===== config.mk =====
export PLATFORM = sky130hd
export DESIGN_NAME = wallace_mult_pipe
export DESIGN_NICKNAME = d
export VERILOG_FILES = /design/src/rtl/wallace_mult_pipe.sv
export SDC_FILE = /design/constraint.sdc
export NUM_CORES = 1
export LEC_CHECK = 0
export CAP_MARGIN = 20
export CORE_MARGIN = 2
export CORE_UTILIZATION = 40
export CTS_CLUSTER_SIZE = 12
export DETAILED_ROUTE_END_ITERATION = 16
export PLACE_DENSITY = 0.62
export SLEW_MARGIN = 20
export SYNTH_ARGS = -nofsm -noshare
export SYNTH_HDL_FRONTEND = slang
export SYNTH_SLANG_ARGS = --single-unit

===== constraint.sdc =====
create_clock -name clk -period 4.9 [get_ports clk]
set_input_delay 0.98 -clock clk [delete_from_list [all_inputs] [get_ports clk]]
set_output_delay 0.98 -clock clk [all_outputs]
set_load 0.02 [all_outputs]

===== src/rtl/wallace_mult_pipe.sv =====
// Pipelined signed/unsigned WIDTH x WIDTH multiplier: operand register, Baugh-Wooley
// partial products, carry-save (Wallace) reduction spread over STAGES ranks, final CPA.
module wallace_mult_pipe #(
  parameter int WIDTH  = 8,
  parameter int STAGES = 3
) (
  input  logic               clk,
  input  logic               rst_n,
  input  logic               in_valid,
  output logic               in_ready,
  input  logic               in_signed,
  input  logic [WIDTH-1:0]   a,
  input  logic [WIDTH-1:0]   b,
  output logic               out_valid,
  input  logic               out_ready,
  output logic [2*WIDTH-1:0] p,
  output logic               out_signed
);
  localparam int PW  = 2 * WIDTH;
  localparam int NR  = WIDTH + 1;                      // WIDTH product rows + sign-correction row
  localparam int NRK = (STAGES > 1) ? STAGES - 1 : 1;

  typedef logic [NR-1:0][PW-1:0] rows_t;

  // Row count left after k carry-save levels, starting from NR rows.
  function automatic int rows_after(input int k);
    int n;
    n = NR;
    for (int i = 0; i < k; i++) begin
      if (n > 2) n = 2 * (n / 3) + n % 3;
    end
    return n;
  endfunction

  function automatic int num_levels();
    int n;
    int l;
    n = NR;
    l = 0;
    for (int i = 0; i < 64; i++) begin
      if (n > 2) begin
        n = 2 * (n / 3) + n % 3;
        l = l + 1;
      end
    end
    return l;
  endfunction

  localparam int LVLS = num_levels();
  localparam int LPS  = (LVLS + STAGES - 1) / STAGES;  // carry-save levels per rank

  // Signed mode inverts the cross terms against the sign bits and adds 2^W + 2^(2W-1).
  function automatic rows_t gen_pp(input logic [WIDTH-1:0] x, input logic [WIDTH-1:0] y,
                                   input logic sg);
    rows_t r;
    logic  bit_v;
    r = '0;
    for (int i = 0; i < WIDTH; i++) begin
      for (int j = 0; j < WIDTH; j++) begin
        bit_v = x[j] & y[i];
        if (sg && ((i == WIDTH - 1) != (j == WIDTH - 1))) bit_v = ~bit_v;
        r[i][i+j] = bit_v;
      end
    end
    if (sg) begin
      r[WIDTH][WIDTH]  = 1'b1;
      r[WIDTH][PW-1]   = 1'b1;
    end
    return r;
  endfunction

  // One 3:2 level over the first n rows; leftover rows pass through, result is front-packed.
  function automatic rows_t csa_level(input rows_t r, input int n);
    rows_t o;
    int    k;
    o = '0;
    k = 0;
    for (int g = 0; g < NR / 3; g++) begin
      if (g < n / 3) begin
        o[k]   = r[3*g] ^ r[3*g+1] ^ r[3*g+2];
        o[k+1] = ((r[3*g] & r[3*g+1]) | (r[3*g] & r[3*g+2]) | (r[3*g+1] & r[3*g+2])) << 1;
        k = k + 2;
      end
    end
    for (int i = 0; i < NR; i++) begin
      if (i >= 3 * (n / 3) && i < n) begin
        o[k] = r[i];
        k = k + 1;
      end
    end
    return o;
  endfunction

  // Handshake: a beat moves on an edge where valid && ready. The whole pipe freezes while
  // out_valid && !out_ready; ready never depends on valid, and valid never waits for ready.
  logic [STAGES:0]   vld_q, vld_d;
  logic [STAGES:0]   sgn_q, sgn_d;
  logic [WIDTH-1:0]  a_q, a_d, b_q, b_d;
  rows_t             rk_q [NRK];
  rows_t             rk_d [NRK];
  logic [PW-1:0]     p_q, p_d;
  logic              stall;

  assign stall      = vld_q[STAGES] & ~out_ready;
  assign in_ready   = ~stall;
  assign out_valid  = vld_q[STAGES];
  assign out_signed = sgn_q[STAGES];
  assign p          = p_q;

  // Data ranks load only under a valid beat, so p and out_signed never change on bubbles.
  always_comb begin
    rows_t r;
    vld_d = vld_q;
    sgn_d = sgn_q;
    a_d   = a_q;
    b_d   = b_q;
    rk_d  = rk_q;
    p_d   = p_q;
    r     = '0;
    if (!stall) begin
      vld_d = {vld_q[STAGES-1:0], in_valid};
      if (in_valid) begin
        a_d      = a;
        b_d      = b;
        sgn_d[0] = in_signed;
      end
      for (int s = 0; s < STAGES; s++) begin
        if (vld_q[s]) begin
          sgn_d[s+1] = sgn_q[s];
          if (s == 0) r = gen_pp(a_q, b_q, sgn_q[0]);
          else        r = rk_q[(s > 0) ? s - 1 : 0];
          for (int l = 0; l < LPS; l++) r = csa_level(r, rows_after(s * LPS + l));
          if (s == STAGES - 1) p_d = r[0] + r[1];
          else                 rk_d[(s < NRK) ? s : 0] = r;
        end
      end
    end
  end

  always_ff @(posedge clk or negedge rst_n) begin
    if (!rst_n) begin
      vld_q <= '0;
      sgn_q <= '0;
      a_q   <= '0;
      b_q   <= '0;
      p_q   <= '0;
      for (int i = 0; i < NRK; i++) rk_q[i] <= '0;
    end else begin
      vld_q <= vld_d;
      sgn_q <= sgn_d;
      a_q   <= a_d;
      b_q   <= b_d;
      p_q   <= p_d;
      rk_q  <= rk_d;
    end
  end

endmodule


==> impl_metrics.csv <==
group,metric,value,unit
cells_and_area,final_layout_size_suffix_gt1_share,20.4,%
cts,hold_buffers,0,
critical_path,start_kind,"primary input",
cts,numCtsBuffers,9,
yosys,syn_avg_cell_area,12.5,µm²
yosys,ys_seq_area_share,44.7,%
placement,port_buffers,39,
timing,max_freq,302,MHz
timing,whs,0.476,ns
floorplanning,coreArea,14600,µm²
global_routing,grt_max_degree,72,
floorplanning,die_height,126,µm
global_routing,use_met3,3.21,%
yosys,ys_seq_elements,107,
critical_path,rr_startpoint,"sgn_q[0]",
yosys,synth-edff-count,0,
global_routing,grt_busiest_layer,"met2",
cts,htreeDepth,3,
floorplanning,die_area,16000,µm²
detailed_routing,ant_nets,0,
pwr,leakage,3.14,nW
yosys,synth_area,6000,µm²
timing,worst_pin_slew,0.958,ns
cts,cts_tree,"yes",
critical_path,crit_type,"in -> out",
yosys,yosys_warnings,0,
timing,skew,0.00463,ns
detailed_routing,dr.pass1.iters,4,
pwr,vdd_drop_max,0.000217,V
floorplanning,initial_utilization,41.1,%
global_routing,globalRouteOverflowTotal,0,
cts,clk-insertion-delay-late,0.34,ns
yosys,async_flop_share,100,%
critical_path,cp_max_fo,7,
floorplanning,rows,44,
yosys,synth-main-ff-cell,"dfrtp_1",
cells_and_area,area_delta_synth_final,13.9,%
placement,dpl.cell_count,688,
detailed_routing,viasPerCell,4.87,
cts,cts-root-buf,"clkbuf_16",
critical_path,r2r_slack,2.35,ns
hold_path,holdPathEnd,"p[10]",
global_routing,track_usage,14.3,%
global_routing,grt_pass1_vias,3698,
timing,setup_violations,0,
detailed_routing,drc,0,
floorplanning,die_w,126,µm
detailed_routing,wl_per_cell,14.6,µm
cts,clock_sinks,107,
critical_path,r2r-end,"rk_q[151]",
timing,final.setup.worst_slack,1.59,ns
yosys,postSynthCellCount,480,
global_routing,antenna_found_initial,0,
placement,hpwl,7790,µm
critical_path,end_kind,"output port",
placement,placedInstanceArea,6540,µm²
placement,gp_congestion,0.778,
yosys,syn-num-nets,572,
job,drv_cap,0,
critical_path,cp.arrival,2.33,ns
critical_path,r2r_cells,5,
hold_path,hold_class,"reg -> reg",
detailed_routing,routed_wl,10300,µm
outcome,outcome,"completed",
global_routing,grt_pass1_wl,18400,µm
floorplanning,ios,40,
timing,drv_slew,0,
timing,slew_headroom,35.9,%
detailed_routing,vias,3430,
timing,fin_crit_sh,67.6,%
yosys,yosysUniqueCellTypes,40,
cts,cts_resized,0,
timing,hold_viol_final,0,
cts,cts_buffer_depth,2,
cells_and_area,final_nets,607,
hold_path,min_from,"p[10]",
cells_and_area,final_util,46.8,%
timing,post-route-min-period,3.31,ns
cells_and_area,final_cell_area,6830,µm²
timing,fin_tns_setup,0,ns
critical_path,required,3.92,ns
cells_and_area,instances_no_fill,704,
cts,path_clk_slew,0.07,ns
cts,post-cts-setup-buffers,0,
global_routing,use_met2,22.0,%
global_routing,grt.met1_usage,19.9,%
pwr,power,4.52,mW
timing,grt_setup_unrepaired,"no",
detailed_routing,drt_iter0_markers,189,
pwr,power_density,662,nW/µm²
cells_and_area,fill_cells,1308,
hold_path,hold_path_depth,2,
cells_and_area,n_antenna_cell,0,
placement,dpl_worst_slack,1.59,ns
## cells by family after synthesis
logic type / count (synthesis) / synth area share, %
buffers and inverters: 41 / 2.98
and+or+nand+nor: 111 / 9.45
AOI/OAI and AO/OA: 44 / 4.36
DFF: 107 / 44.7
adders and majority gates: 71 / 19.6
muxes: 84 / 15.8
xor gates and xnor gates: 22 / 3.21
## metal layers
metal | routed length, µm | share of wire (%)
met3 | 339 | 3.3
met5 | 0 | 0
met4 | 168 | 1.6
met1 | 5060 | 49
met2 | 4710 | 46
## state kept, by name (all words and copies together), names as in the netlist
name,flops
a_q,8
vld_q,4
p,16
sgn_q,4
b_q,8
rk_q,67
## layout by cell type, fill, tap and decap left out, types with 2 or more instances in the layout
cell / netlist / final
clkinv_2: 0 / 3
mux2_2: 80 / 80
mux2_1: 3 / 3
fa_1: 38 / 38
nand4_1: 2 / 2
xor2_1: 9 / 9
a211oi_1: 2 / 2
nor2_1: 2 / 2
dfrtp_1: 107 / 107
clkbuf_8: 0 / 3
nand2_1: 51 / 51
a21oi_1: 8 / 8
nor3_1: 2 / 2
xnor2_1: 13 / 13
clkdlybuf4s50_1: 0 / 38
o21ai_0: 22 / 22
inv_1: 24 / 24
clkbuf_16: 0 / 9
buf_4: 0 / 2
ha_1: 33 / 33
a21o_1: 3 / 3
nand2_2: 3 / 3
nor3b_1: 2 / 2
and2_1: 43 / 43
## final cells by class
type | instances | area [µm²] | area share (%)
Timing Repair Buffer | 40 | 395 | 5.79
Multi-Input combinational cell | 332 | 3140 | 46.0
Inverter | 25 | 93.8 | 1.37
Clock inverter | 4 | 23.8 | 0.348
Tap cell | 184 | 230 | 3.37
Clock buffer | 12 | 267 | 3.90
Sequential cell | 107 | 2680 | 39.2
## report_power, final
part | leakage [nW] | switching [mW] | internal (mW)
registers | 1.32 | 0.303 | 1.28
clock network | 0.148 | 0.307 | 0.385
logic | 1.68 | 1.09 | 1.17
## Yosys cell counts, drive strengths merged (3+ instances only)
| cell | number | area share (%) |
|---|---|---|
| fa | 38 | 13 |
| inv | 25 | 1.6 |
| a21o | 3 | 0.38 |
| dfrtp | 107 | 45 |
| clkbuf | 5 | 0.33 |
| xor2 | 9 | 1.3 |
| a21oi | 9 | 0.81 |
| and2 | 43 | 4.5 |
| ha | 33 | 6.9 |
| nand2 | 54 | 3.5 |
| xnor2 | 13 | 1.9 |
| mux2 | 83 | 16 |
| buf | 11 | 1.1 |
| o21ai | 23 | 1.9 |
## worst max-delay path, stage by stage
cell and delay (ns):
clkdlybuf4s50_1 0.48, nor2b_2 0.07, inv_2 0.16, clkdlybuf4s50_1 0.64
## worst max-delay path by stage
stage	start	end	slack [ns]
6_report	out_ready	in_ready	1.59
2_1_floorplan	sgn_q[0]	rk_q[187]	2.63
3_5_place_dp	out_ready	in_ready	1.59
3_3_place_gp	out_ready	in_ready	1.59
5_1_grt	out_ready	in_ready	1.51
4_1_cts	out_ready	in_ready	1.58
Power figures use the tool's default switching activity.
